<file path="src/rtl/tia_horizontal_sequencer.sv">
// TIA horizontal timing chain: biphase enables, 57-state line counter, line decodes
// and the WSYNC/RDY, RSYNC and HMOVE line-control strobes.
module tia_horizontal_sequencer #(
  parameter int unsigned LINE_COUNTS  = 57,
  parameter int unsigned HSYNC_START  = 4,
  parameter int unsigned HSYNC_END    = 8,
  parameter int unsigned CBURST_START = 8,
  parameter int unsigned CBURST_END   = 12,
  parameter int unsigned HBLANK_END   = 17,
  parameter int unsigned HMOVE_EXT    = 2
) (
  input  logic       clk,
  input  logic       reset,
  input  logic       rsync,
  input  logic       wsync,
  input  logic       hmove,
  output logic       hphi1,
  output logic       hphi2,
  output logic [5:0] hcount,
  output logic       hsync,
  output logic       hblank,
  output logic       cburst,
  output logic       rdy,
  output logic       line_start
);

  localparam logic [5:0] LastCount    = 6'(LINE_COUNTS - 1);
  localparam logic [5:0] HsyncStart   = 6'(HSYNC_START);
  localparam logic [5:0] HsyncEnd     = 6'(HSYNC_END);
  localparam logic [5:0] CburstStart  = 6'(CBURST_START);
  localparam logic [5:0] CburstEnd    = 6'(CBURST_END);
  localparam logic [5:0] HblankEnd    = 6'(HBLANK_END);
  localparam logic [5:0] HblankExtEnd = 6'(HBLANK_END + HMOVE_EXT);
  // Last count still covered by the extended blank; the latch drops leaving it.
  localparam logic [5:0] HmoveClrCnt  = 6'(HBLANK_END + HMOVE_EXT - 1);

  logic [1:0] phase_q, phase_d;
  logic [5:0] hcount_q, hcount_d;
  logic       hmove_latch_q, hmove_latch_d;
  logic       rdy_q, rdy_d;
  logic       line_evt;

  always_ff @(posedge clk or posedge reset) begin
    if (reset) begin
      phase_q       <= 2'd0;
      hcount_q      <= 6'd0;
      hmove_latch_q <= 1'b0;
      rdy_q         <= 1'b1;
    end else begin
      phase_q       <= phase_d;
      hcount_q      <= hcount_d;
      hmove_latch_q <= hmove_latch_d;
      rdy_q         <= rdy_d;
    end
  end

  always_comb begin
    phase_d       = phase_q + 2'd1;
    hcount_d      = hcount_q;
    line_evt      = 1'b0;
    hmove_latch_d = hmove_latch_q;
    rdy_d         = rdy_q;

    if (phase_q == 2'd3) begin
      if (hcount_q == LastCount) begin
        hcount_d = 6'd0;
        line_evt = 1'b1;
      end else begin
        hcount_d = hcount_q + 6'd1;
      end
    end

    if (rsync) begin
      phase_d  = 2'd0;
      hcount_d = 6'd0;
      line_evt = 1'b1;
    end

    // Clear only on a genuine advance out of the last extended count.
    if (!rsync && phase_q == 2'd3 && hcount_q == HmoveClrCnt) begin
      hmove_latch_d = 1'b0;
    end
    if (hmove) begin
      hmove_latch_d = 1'b1;
    end

    // A wsync on the line-start edge holds the CPU for the whole next line.
    if (line_evt) begin
      rdy_d = 1'b1;
    end
    if (wsync) begin
      rdy_d = 1'b0;
    end
  end

  always_comb begin
    hphi1      = (phase_q == 2'd0);
    hphi2      = (phase_q == 2'd2);
    hcount     = hcount_q;
    hsync      = (hcount_q >= HsyncStart) && (hcount_q < HsyncEnd);
    cburst     = (hcount_q >= CburstStart) && (hcount_q < CburstEnd);
    hblank     = hcount_q < (hmove_latch_q ? HblankExtEnd : HblankEnd);
    rdy        = rdy_q;
    line_start = (hcount_q == 6'd0) && (phase_q == 2'd0);
  end

endmodule

</file>
<file path="config.mk">
export PLATFORM = sky130hd
export DESIGN_NAME = tia_horizontal_sequencer
export DESIGN_NICKNAME = d
export VERILOG_FILES = /design/src/rtl/tia_horizontal_sequencer.sv
export SDC_FILE = /design/constraint.sdc
export NUM_CORES = 1
export LEC_CHECK = 0
export ABC_CLOCK_PERIOD_IN_PS = 4000
export CORE_MARGIN = 2
export CORE_UTILIZATION = 50
export CTS_CLUSTER_SIZE = 25
export DETAILED_ROUTE_END_ITERATION = 8
export PLACE_DENSITY_LB_ADDON = 0.25
export SYNTH_ARGS = -nofsm -noshare
export SYNTH_HDL_FRONTEND = slang
export SYNTH_SLANG_ARGS = --single-unit
export TNS_END_PERCENT = 30
</file>
<file path="constraint.sdc">
create_clock -name clk -period 4 [get_ports clk]
set_input_delay 0.6 -clock clk [delete_from_list [all_inputs] [get_ports clk]]
set_output_delay 0.6 -clock clk [all_outputs]
set_load 0.02 [all_outputs]
</file>
==> impl_metrics.tcl <==
set metrics [dict create \
    fp.dieW_microns 41.2 \
    nets 101 \
    ant_nets 0 \
    synth_top_cell_by_area "dfrtp_1" \
    synth.distinct_cells 33 \
    critPathCapture "hblank" \
    synth_area_leaders "dfrtp_1 33%, ha_1 14%, dfstp_2 3.8%" \
    cap_violations 0 \
    arrival_ns 2.30 \
    grtUsageMet2_pct 32.0 \
    place_hpwl_microns 963 \
    finalSetupViolations 0 \
    syn-instance-count 72 \
    first_pass_iters 4 \
    die_h_microns 41.2 \
    start_util_pct 53.1 \
    grtUsageMet3_pct 3.26 \
    die-area_sq_um 1690 \
    min_path_type "register to register" \
    hold_viol 0 \
    p_leak_uw 0.000376 \
    synth.most_common_cell "dfrtp_1" \
    critPathRequiredTime_ns 3.40 \
    final_layout_size_suffix_gt1_share_pct 11.5 \
    ff2ff_setup_slack_ns 2.37 \
    syn_area_sq_um 691 \
    synth_edf_count 0 \
    critPathLaunchType "register" \
    io_buffer_count 17 \
    critPathSlowestCell "clkdlybuf4s50_1" \
    cts_tree "done" \
    worstMarginPinSlew_ns 0.463 \
    yosys_warnings 0 \
    antenna_cells 0 \
    ir_worst_vdd_uv 214 \
    grt_max_degree 13 \
    stdcell_count 102 \
    reg2reg_depth 5 \
    antenna_found_initial 0 \
    syn2layout_area_growth_pct 27.2 \
    clock-root-buffer "clkbuf_4" \
    grt_pass1_vias 515 \
    rr_startpoint "hcount[0]$_DFFE_PP0P_" \
    io_pins 18 \
    grt_usage_pct 21.1 \
    route.detailed.drc 0 \
    gr-total-overflow 0 \
    syn_area_per_cell_sq_um 9.59 \
    cts.clk_slew.worst_paths_ns 0.07 \
    num_rows 13 \
    rsz0062_at_grt "false" \
    routed_via_density 5.59 \
    synth-seq-cells 10 \
    dp.cells 98 \
    clock_latency_ns 0.27 \
    grt_busiest_layer "met2" \
    slew_headroom_pct 69.0 \
    p_per_area_nw_per_um2 306 \
    htreeDepth 1 \
    finClkSkew_ns 0.00440 \
    clk_path_buf_depth 2 \
    ys.flop_type "dfrtp_1" \
    clock_sinks 10 \
    place_congestion 0.779 \
    slowest_delay_ns 0.63 \
    vias 570 \
    synth_common_cells "9 x dfrtp_1, 8 x ha_1, 7 x inv_1, 5 x nor2_1, 4 x nand2b_1" \
    wl_per_cell_microns 14.0 \
    final.min_clock_period_ns 2.90 \
    status "completed" \
    setup.worst_path.class "register to output pin" \
    min_period_over_period_pct 72.4 \
    post_cts_buffers 0 \
    use_met1_pct 30.1 \
    final_max_slew_viol_count 0 \
    ys_seq_area_share_pct 36.4 \
    finalSetupTns_ns 0 \
    drtIter0Drc 9 \
    rr_endpoint "hcount[0]$_DFFE_PP0P_" \
    async_reset_ff_share_pct 100 \
    cp-end-kind "output pin" \
    crit_start "hcount[1]$_DFFE_PP0P_" \
    cts_buffers 3 \
    synth_fp_nets 85 \
    synth_top_area_share_pct 32.6 \
    drt_wl_total_microns 1430 \
    fmax_ghz 0.345 \
    cts_resized 0 \
    grt_pass1_wl_microns 2330 \
    core_sq_um 1300 \
    crit_fanout 7 \
    cts_hold_buf 0 \
    cp_cell_sequence "ha_1 -> a2111o_1 -> a21oi_1 -> clkdlybuf4s50_1" \
]
[logic make-up after synthesis]
group                      after synthesis  synth area share, %
DFF                                     10                 36.4
and+or+nand+nor                         27                 23.9
buffers and inverters                   13                 9.24
AOI/OAI and AO/OA                       12                 12.9
adders and majority gates                8                 14.5
muxes                                    2                 3.08
[critical path: cells and delay by family (launching register included)]
family                     cells  cell delay [ns]
buffers and inverters          1             0.63
AOI/OAI and AO/OA              2             0.60
adders and majority gates      1             0.33
DFF                            1             0.48
[flip-flops by register name, indices dropped and copies added, names as in the netlist]
register	flops
rdy	1
hcount	6
hmove_latch_q	1
phase_q	2
[worst min path at each step]
| stage | start | endpoint | slack [ns] | cells after the start |
|---|---|---|---|---|
| 2_1_floorplan | phase_q[0]$_DFF_PP0_ | phase_q[0]$_DFF_PP0_ | 0.43 | 1 |
| 3_3_place_gp | phase_q[0]$_DFF_PP0_ | phase_q[0]$_DFF_PP0_ | 0.45 | 1 |
| 3_5_place_dp | phase_q[0]$_DFF_PP0_ | phase_q[0]$_DFF_PP0_ | 0.46 | 1 |
| 4_1_cts | phase_q[0]$_DFF_PP0_ | phase_q[0]$_DFF_PP0_ | 0.47 | 1 |
| 5_1_grt | hmove_latch_q$_DFFE_PP0P_ | hmove_latch_q$_DFFE_PP0P_ | 0.51 | 1 |
| 6_report | phase_q[0]$_DFF_PP0_ | phase_q[0]$_DFF_PP0_ | 0.47 | 1 |
[through the flow]
stage               setup slack [ns]  power [uW]  hold WS, ns  utilization (%)  cell area, sq um
detailed placement              1.44         175        0.456             64.7               842
global placement                1.49         174        0.453             64.7               842
global route                    1.00         283        0.507             67.5               878
finish                          1.10         269        0.472             67.5               878
floorplan                       1.79         152        0.432                -               691
CTS                             1.10         270        0.474             67.5               878
[metal layers]
layer | wire length, microns | vias up
met5 | 0 | -
met4 | 14 | 0
met3 | 46 | 2
met2 | 634 | 15
met1 | 734 | 271
li1 | - | 282
[final cells by class]
class                           instances  area, sq um
Sequential cell                        10          251
Clock buffer                            4         36.3
Fill cell                             111          423
Tap cell                               15         18.8
Timing Repair Buffer                   17          170
Inverter                                7         26.3
Multi-Input combinational cell         49          375
[power breakdown]
group / switching (uW) / internal, uW
combinational: 29.3 / 28.9
sequential: 9.71 / 106
clock: 38.9 / 55.4
[cell usage in the layout (no fill, tap or decap), types with 2 or more instances in the layout]
| cell | n |
|---|---|
| clkbuf_4 | 3 |
| nor4_1 | 3 |
| nand2b_1 | 4 |
| nand4_1 | 2 |
| ha_1 | 8 |
| dfrtp_1 | 9 |
| o211ai_1 | 2 |
| a21oi_1 | 2 |
| a31oi_1 | 2 |
| nor3_1 | 2 |
| nand3_1 | 3 |
| nor2_1 | 5 |
| clkdlybuf4s50_1 | 17 |
| inv_1 | 7 |
Note: power is estimated with default switching activity, not from simulation.
